===== config.mk =====
export PLATFORM = sky130hd
export DESIGN_NAME = countdown_timer_flat
export DESIGN_NICKNAME = d
export VERILOG_FILES = /design/src/rtl/countdown_timer_if.sv /design/src/rtl/countdown_timer.sv /design/src/flat_wrapper.sv
export SDC_FILE = /design/constraint.sdc
export NUM_CORES = 1
export LEC_CHECK = 0
export BUFFER_PORTS_ARGS = -buffer_cell sky130_fd_sc_hd__buf_4
export CORE_MARGIN = 5
export CORE_UTILIZATION = 48
export DETAILED_ROUTE_END_ITERATION = 7
export HOLD_SLACK_MARGIN = 0.1
export MAX_ROUTING_LAYER = met4
export PLACE_DENSITY = 0.72
export SYNTH_ARGS = -nofsm -noshare
export SYNTH_HDL_FRONTEND = slang
export SYNTH_SLANG_ARGS = --single-unit

===== constraint.sdc =====
create_clock -name clock -period 4.87 [get_ports clock]
set_clock_uncertainty 0.15 [all_clocks]
set_input_delay 0.7305 -clock clock [delete_from_list [all_inputs] [get_ports clock]]
set_output_delay 0.7305 -clock clock [all_outputs]
set_load 0.01 [all_outputs]

===== src/rtl/countdown_timer_if.sv =====
// Control and display bus of the BCD countdown timer.
// The master (timer controller / bench) issues tick, start, stop and load
// requests with a preset value. The slave (the timer core) returns the
// current digits and its status flags.
interface countdown_timer_if;
    logic        enable;   // one-cycle tick pulse
    logic        start;    // one-cycle start request
    logic        stop;     // one-cycle stop/pause/acknowledge request
    logic        load;     // one-cycle load request
    logic [15:0] preset;   // BCD preset {d3,d2,d1,d0}
    logic [15:0] digits;   // current BCD value {min, 10s, s, tenths}
    logic        running;  // high while counting
    logic        expired;  // high from reaching zero until stop/load/reset
    logic        alarm;    // high for ALARM_TICKS ticks after expiry

    modport master (
        output enable, start, stop, load, preset,
        input  digits, running, expired, alarm
    );

    modport slave (
        input  enable, start, stop, load, preset,
        output digits, running, expired, alarm
    );
endinterface


===== src/rtl/countdown_timer.sv =====
// BCD countdown timer core in M:SS.t format.
// A preset is loaded (clamped to valid BCD, at most 9:59.9). Once started,
// the value counts down by one tenth per tick. On reaching zero the timer
// flags expiry and holds alarm high for ALARM_TICKS further ticks.
// All outputs are registered. The reset is synchronous and active-high.
module countdown_timer #(
    parameter int unsigned ALARM_TICKS = 20  // legal range 1..255
) (
    input  logic               clock,
    input  logic               reset,
    countdown_timer_if.slave   bus
);

    localparam logic [7:0] ALARM_INIT = 8'(ALARM_TICKS);

    typedef enum logic [1:0] {
        IDLE    = 2'd0,
        RUN     = 2'd1,
        EXPIRED = 2'd2
    } state_t;

    state_t      state_q,     state_d;
    logic [15:0] digits_q,    digits_d;
    logic        running_q,   running_d;
    logic        expired_q,   expired_d;
    logic        alarm_q,     alarm_d;
    logic [7:0]  alarm_cnt_q, alarm_cnt_d;

    // Force every nibble to a legal BCD digit. Tens of seconds stop at 5.
    function automatic logic [15:0] clamp_bcd(input logic [15:0] v);
        logic [3:0] d3, d2, d1, d0;
        d3 = (v[15:12] > 4'd9) ? 4'd9 : v[15:12];
        d2 = (v[11:8]  > 4'd5) ? 4'd5 : v[11:8];
        d1 = (v[7:4]   > 4'd9) ? 4'd9 : v[7:4];
        d0 = (v[3:0]   > 4'd9) ? 4'd9 : v[3:0];
        return {d3, d2, d1, d0};
    endfunction

    // Subtract one tenth through the borrow chain tenths -> s -> 10s -> min.
    // The caller never passes zero.
    function automatic logic [15:0] dec_bcd(input logic [15:0] v);
        logic [3:0] d3, d2, d1, d0;
        logic       b0, b1, b2;
        d3 = v[15:12];
        d2 = v[11:8];
        d1 = v[7:4];
        d0 = v[3:0];
        b0 = (d0 == 4'd0);
        d0 = b0 ? 4'd9 : d0 - 4'd1;
        b1 = b0 && (d1 == 4'd0);
        if (b0) d1 = (d1 == 4'd0) ? 4'd9 : d1 - 4'd1;
        b2 = b1 && (d2 == 4'd0);
        if (b1) d2 = (d2 == 4'd0) ? 4'd5 : d2 - 4'd1;
        if (b2) d3 = d3 - 4'd1;
        return {d3, d2, d1, d0};
    endfunction

    // Next-state logic. Priority: load > stop > start > enable.
    always_comb begin
        // NOTE: every _d gets a hold default first so no path infers a latch.
        state_d     = state_q;
        digits_d    = digits_q;
        alarm_d     = alarm_q;
        alarm_cnt_d = alarm_cnt_q;

        if (bus.load) begin
            digits_d    = clamp_bcd(bus.preset);
            state_d     = IDLE;
            alarm_d     = 1'b0;
            alarm_cnt_d = 8'd0;
        end else begin
            unique case (state_q)
                IDLE: begin
                    if (!bus.stop && bus.start && digits_q != 16'h0000)
                        state_d = RUN;
                end
                RUN: begin
                    if (bus.stop) begin
                        state_d = IDLE;
                    end else if (bus.enable) begin
                        if (digits_q <= 16'h0001) begin
                            digits_d    = 16'h0000;
                            state_d     = EXPIRED;
                            alarm_d     = 1'b1;
                            alarm_cnt_d = ALARM_INIT;
                        end else begin
                            digits_d = dec_bcd(digits_q);
                        end
                    end
                end
                EXPIRED: begin
                    if (bus.stop) begin
                        state_d     = IDLE;
                        alarm_d     = 1'b0;
                        alarm_cnt_d = 8'd0;
                    end else if (bus.enable && alarm_cnt_q != 8'd0) begin
                        alarm_cnt_d = alarm_cnt_q - 8'd1;
                        if (alarm_cnt_q == 8'd1) alarm_d = 1'b0;
                    end
                end
                default: begin
                    state_d = IDLE;
                end
            endcase
        end

        running_d = (state_d == RUN);
        expired_d = (state_d == EXPIRED);
    end

    // State and output registers with synchronous reset.
    always_ff @(posedge clock) begin
        // NOTE: sequential state uses non-blocking assignments only.
        if (reset) begin
            state_q     <= IDLE;
            digits_q    <= 16'h0000;
            running_q   <= 1'b0;
            expired_q   <= 1'b0;
            alarm_q     <= 1'b0;
            alarm_cnt_q <= 8'd0;
        end else begin
            state_q     <= state_d;
            digits_q    <= digits_d;
            running_q   <= running_d;
            expired_q   <= expired_d;
            alarm_q     <= alarm_d;
            alarm_cnt_q <= alarm_cnt_d;
        end
    end

    assign bus.digits  = digits_q;
    assign bus.running = running_q;
    assign bus.expired = expired_q;
    assign bus.alarm   = alarm_q;

endmodule


===== src/flat_wrapper.sv =====
// flat-port wrapper written by rule: the top's interface ports become plain ports
module countdown_timer_flat 
#(
    parameter int unsigned ALARM_TICKS = 20                       
)
  (clock, reset, bus_enable, bus_start, bus_stop, bus_load, bus_preset, bus_digits, bus_running, bus_expired, bus_alarm);
  countdown_timer_if bus_i ();
  input  logic clock;
  input  logic reset;
  input wire logic [$bits(bus_i.enable)-1:0] bus_enable;
  input wire logic [$bits(bus_i.start)-1:0] bus_start;
  input wire logic [$bits(bus_i.stop)-1:0] bus_stop;
  input wire logic [$bits(bus_i.load)-1:0] bus_load;
  input wire logic [$bits(bus_i.preset)-1:0] bus_preset;
  output wire logic [$bits(bus_i.digits)-1:0] bus_digits;
  output wire logic [$bits(bus_i.running)-1:0] bus_running;
  output wire logic [$bits(bus_i.expired)-1:0] bus_expired;
  output wire logic [$bits(bus_i.alarm)-1:0] bus_alarm;
  assign bus_i.enable = bus_enable;
  assign bus_i.start = bus_start;
  assign bus_i.stop = bus_stop;
  assign bus_i.load = bus_load;
  assign bus_i.preset = bus_preset;
  assign bus_digits = bus_i.digits;
  assign bus_running = bus_i.running;
  assign bus_expired = bus_i.expired;
  assign bus_alarm = bus_i.alarm;
  countdown_timer #(.ALARM_TICKS(ALARM_TICKS)) u_core (.clock(clock), .reset(reset), .bus(bus_i));
endmodule

==> flow_summary.yaml, run 1 <==
clock_tree:
  path_clk_slew_ps: 70
  cts_tree: "built"
  htree_levels: 2
  cts_inserted_buffers: 5
  cts_hold_buf: 0
  clk_latency_ps: 290
  cts_sinks: 29
  clockBufferDepth: 2
  cts-root-buf: "clkbuf_8"
  cts-resized-gates: 0
  cts_setup_buffers: 0
sta:
  rsz0062_at_grt: "false"
  slew_headroom_pct: 53.95
  min_period_ps: 2587
  finalSetupTns_ps: 0
  hold_violations: 0
  max_freq_mhz: 386.6
  slew_viol_final: 0
  tightest_slew_ps: 684.4
  setup_slack_ps: 2283
  fin_crit_sh_pct: 53.12
  finalSetupViolCount: 0
floorplanning:
  die_area_um2: 5393
  die_y_um: 73.44
  core-area_um2: 3943
  placement_rows: 23
  io-pin-count: 41
  initial_core_util_pct: 49.00
  die_w_um: 73.44
hold_path:
  hp-class: "reg -> reg"
synthesis:
  ys_warn_count: 0
  synth_top_area_share_pct: 30.05
  synthFlopType: "dfxtp_1"
  syn_nets: 272
  yosys-top-cells-area: "dfxtp_1, a21oi_1, nor2_1"
  synth.area.mux_share_pct: 1.166
  async_flop_share_pct: 0
  synth-seq-cells: 29
  ys_top_cells_by_count: "dfxtp_1, nor2_1, a21oi_1"
  synth_simple_gate_area_share_pct: 24.87
  synth_fa_ha_area_share_pct: 3.238
  syn_avg_cell_area_um2: 7.885
  synthXorXnorAreaFrac_pct: 0.4534
  seq_area_frac_synth_pct: 30.05
  yosysMostFrequentCell: "dfxtp_1"
  syn-cell-area_um2: 1932
  synth_compound_area_share_pct: 34.65
  synth_top_family_by_area: "compound AO/OA/AOI/OAI gates"
  syn_inst: 245
  yosysUniqueCellTypes: 58
  synth_edf_count: 0
  yosysTopAreaCell: "dfxtp_1"
final_layout:
  drive_gt1_share_pct: 21.00
  final_core_util_pct: 59.38
  fin_nets: 307
  areaGrowthSynthToFinish_pct: 21.18
  stdcell_area_um2: 2341
  stdcell_count: 331
  antenna_cells: 0
route:
  wl_mm: 5.388
  vias: 2063
  antenna_left: 0
  firstDrtPassIters: 4
  drt-vias-per-instance: 6.233
  drc: 0
  drt-initial-drc-count: 134
  wl_per_cell_um: 16.28
critical_path:
  criticalPathCategory: "reg -> reg"
  critPathBufInv: 1
  crit_chain: "inv_1 -> ha_1 -> nor4b_1 -> nor2_1 -> o21ai_2 -> o21ai_1 -> a2111oi_2"
  cp-start-kind: "flip-flop"
  required_ps: 4900
  critPathMaxFanout: 6
  cp_slowest_cell: "nor4b_1"
  path_delay_family: "compound AO/OA/AOI/OAI gates"
  endpoint_kind: "flip-flop"
  slowest_delay_ps: 580
  worst_ep_arrival_time_ps: 2610
global_routing:
  grt_max_degree: 25
  grt_pass1_wl_mm: 9.218
  grt_pass1_vias: 2038
  gr-total-overflow: 0
  grt_use_total_pct: 22.40
  antenna_found_initial: 0
place:
  place_ws_ps: 2044
  port_buffers: 40
  dp.cells: 323
  dpl_cell_area_um2: 2240
  routabilityCongestion: 0.9178
  dp_hpwl_mm: 3.926
power:
  p_per_area_nw_per_um2: 307.7
  peakVddDrop_uv: 169.3
  p_leak_uw: 0.0009308
status:
  run_status: "finished clean"
flow_run:
  cap_violations: 0
per-layer routing:
layer | GRT usage (%) | vias up | routed length (um)
met2 | 35.83 | 64 | 2592
met4 | 11.07 | 0 | 164
li1 | - | 1010 | -
met1 | 26.21 | 970 | 2409
met3 | 5.198 | 19 | 222
met5 | - | - | 0
where the power goes:
part / total (uW) / internal (uW) / leakage [uW] / switching, uW
Clock: 227 / 128 / 0.0000542 / 99.3
Sequential: 275 / 251 / 0.000237 / 23.5
Combinational: 218 / 92.0 / 0.000640 / 126
Total: 720 / 471 / 0.000931 / 249
cell type report:
type	count	area (um^2)
inverters	14	52.55
repair buffers	40	300.3
clock inverters	1	5.005
clock buffers	7	96.34
well taps	50	62.56
multi-input cells	190	1244
fillers	381	1602
flip-flops and latches	29	580.6
kinds of logic after synthesis:
kind of cell	after synthesis
xor gates and xnor gates	1
muxes	2
DFF	29
AOI/OAI and AO/OA	89
adders and majority gates	5
buffers and inverters	26
and+or+nand+nor	93
through the flow:
| step | power (uW) | hold WS [ps] |
|---|---|---|
| floorplan | 423.8 | 306.6 |
| global placement | 492.6 | 313.1 |
| detailed placement | 495.3 | 316.9 |
| CTS | 721.7 | 326.0 |
| global route | 763.1 | 374.4 |
| finish | 720.3 | 329.3 |
sequential cells by signal, summed over array words and instances, names as in the netlist:
name                flops
u_core.bus.digits      16
u_core.alarm_cnt_q      8
u_core.state_q          2
u_core.bus.alarm        1
u_core.bus.expired      1
u_core.bus.running      1
worst reg2reg max path, cell delays in order, from the launching register on:
cell	delay [ps]
dfxtp_1	390
inv_1	110
ha_1	250
nor4b_1	580
nor2_1	210
o21ai_2	210
o21ai_1	190
a2111oi_2	400
worst paths after layout:
kind	slack, ps	endpoint	from	depth (start not counted)
setup / recovery	2280	u_core.bus.digits[10]$_SDFFE_PP0P_	u_core.bus.digits[12]$_SDFFE_PP0P_	7
hold reg to reg	330	u_core.bus.digits[11]$_SDFFE_PP0P_	u_core.bus.digits[11]$_SDFFE_PP0P_	2
setup reg to reg	2280	u_core.bus.digits[10]$_SDFFE_PP0P_	u_core.bus.digits[12]$_SDFFE_PP0P_	7
hold / removal	330	u_core.bus.digits[11]$_SDFFE_PP0P_	u_core.bus.digits[11]$_SDFFE_PP0P_	2
cells in the final DEF (no fill, tap or decap), types with 4 or more instances in the layout:
cell | synthesis | final
o32ai_1 | 6 | 6
o21ai_0 | 13 | 13
dfxtp_1 | 29 | 29
nor2_1 | 25 | 25
a21oi_1 | 19 | 19
ha_1 | 5 | 5
nand2_1 | 18 | 18
buf_4 | 0 | 40
nor3_1 | 14 | 14
inv_1 | 14 | 14
nand2b_1 | 4 | 4
nand3_1 | 9 | 9
o21a_1 | 4 | 4
nor4_1 | 5 | 5
a221oi_1 | 4 | 4
clkbuf_8 | 0 | 7
Power figures use the tool's default switching activity.
==> run 2: changes to the inputs <==
clock period = 2.5 ns   (was 4.87 ns; I/O delays follow)
==> run 2 against run 1 <==
Clock power up 120%; critical endpoint is now u_core.bus.digits[15]$_SDFFE_PP0P_; cell count up 2.4%; non-clock buffer count up 8; combinational power up 110%; register-to-register slack worse by 2100 ps; setup slack worse by 2100 ps; sequential power up 94%; total power up 110%; worst hold slack worse by 130 ps; critical path depth unchanged; fmax up 14%; core utilization up 2.1 points.
==> flow_summary.yaml, run 2 (same netlist as run 1, synthesis figures left out) <==
critical_path:
  cp_slowest_cell: "dfxtp_1"
  critPathMaxFanout: 8
  required_ps: 2540
  worstRegToRegCells: 7
  worst_ep_arrival_time_ps: 2310
  endpoint_kind: "flip-flop"
  crit_chain: "inv_1 -> ha_1 -> mux2_2 -> and4_1 -> a21boi_2 -> a32oi_1 -> o32ai_1"
  slowest_delay_ps: 370
  cp-start-kind: "flip-flop"
  criticalPathCategory: "reg -> reg"
final_layout:
  antenna_cells: 0
  fin_nets: 315
  stdcell_count: 339
  stdcell_area_um2: 2422
  final_common_cell: "buf_4"
  largest_reg_flops: 16
  mostFrequentLayoutCells: "buf_4, dfxtp_1, nor2_1"
  areaGrowthSynthToFinish_pct: 25.39
  drive_gt1_share_pct: 23.18
global_routing:
  grt_max_degree: 25
  grt_pass1_vias: 2013
  gr-total-overflow: 0
  grt_pass1_wl_mm: 9.335
  antenna_found_initial: 0
  grt_use_total_pct: 22.49
sta:
  finalSetupTns_ps: 0
  tightest_slew_ps: 468.1
  rsz0062_at_grt: "false"
  hold_slack_ps: 196.4
  fin_crit_sh_pct: 90.88
  slew_viol_final: 0
  slew_headroom_pct: 68.54
  finalSetupViolCount: 0
  min_period_ps: 2272
  max_freq_mhz: 440.1
  hold_violations: 0
hold_path:
  worstHoldPathCells: 3
  hp-class: "in -> reg"
clock_tree:
  cts-resized-gates: 0
  path_clk_slew_ps: 60
  cts_sinks: 29
  clk_latency_ps: 290
  htree_levels: 2
  clockBufferDepth: 2
  cts_setup_buffers: 0
  cts_tree: "built"
  cts-root-buf: "clkbuf_8"
  cts_inserted_buffers: 5
  cts_hold_buf: 0
status:
  run_status: "finished clean"
floorplanning:
  initial_core_util_pct: 49.00
  io-pin-count: 41
  core-area_um2: 3943
  placement_rows: 23
  die_y_um: 73.44
  die_w_um: 73.44
  die_area_um2: 5393
power:
  p_per_area_nw_per_um2: 622.2
  p_leak_uw: 0.0009743
  totalPowerFinal_uw: 1507
  peakVddDrop_uv: 518.5
place:
  port_buffers: 40
  routabilityCongestion: 0.8517
  dp_hpwl_mm: 4.006
  dpl_cell_area_um2: 2300
  dp.cells: 331
route:
  drc: 0
  antenna_left: 0
  vias: 2071
  wl_mm: 5.488
  drt-initial-drc-count: 133
  firstDrtPassIters: 4
  drt-vias-per-instance: 6.109
  wl_per_cell_um: 16.19
flow_run:
  cap_violations: 0
run 2: routing by layer:
| layer | GRT usage [%] | vias up | routed length (um) | share of wire (%) |
|---|---|---|---|---|
| met3 | 3.694 | 9 | 215 | 3.9 |
| met2 | 36.32 | 42 | 2708 | 49 |
| li1 | - | 1039 | - | - |
| met4 | 8.652 | 0 | 86 | 1.6 |
| met1 | 27.95 | 981 | 2477 | 45 |
| met5 | - | - | 0 | 0 |
run 2: worst paths after layout:
path / startpoint / to / slack (ps)
worst max register to register: u_core.bus.digits[12]$_SDFFE_PP0P_ / u_core.bus.digits[15]$_SDFFE_PP0P_ / 230
worst max-delay path: u_core.bus.digits[12]$_SDFFE_PP0P_ / u_core.bus.digits[15]$_SDFFE_PP0P_ / 230
worst min register to register: u_core.bus.digits[11]$_SDFFE_PP0P_ / u_core.bus.digits[11]$_SDFFE_PP0P_ / 330
worst min-delay path: bus_preset[0] / u_core.bus.digits[0]$_SDFFE_PP0P_ / 200
run 2: cell type report:
class | instances | area (um^2)
Fill cell | 365 | 1520
Multi-Input combinational cell | 190 | 1250
Sequential cell | 29 | 580.6
Timing Repair Buffer | 48 | 360.3
Clock buffer | 7 | 86.33
Tap cell | 50 | 62.56
Inverter | 14 | 52.55
Clock inverter | 1 | 30.03
run 2: per-stage QoR:
step	util (%)	worst slack (ps)
floorplan	-	302.2
global placement	58.33	88.65
detailed placement	58.33	98.58
CTS	61.28	68.86
global route	61.44	56.36
finish	61.44	228.0
run 2: worst max-delay path, delay by kind of cell, from the launching register on:
kind	cells	cell delay (ps)
compound gates	3	770
flops	1	370
mux	1	290
fa+ha+maj	1	270
simple gates	1	220
buf+inv	1	90
run 2: report_power, final:
group / switching (uW) / total (uW) / internal [uW]
logic: 256 / 464 / 208
clock network: 185 / 509 / 324
registers: 44.1 / 534 / 490
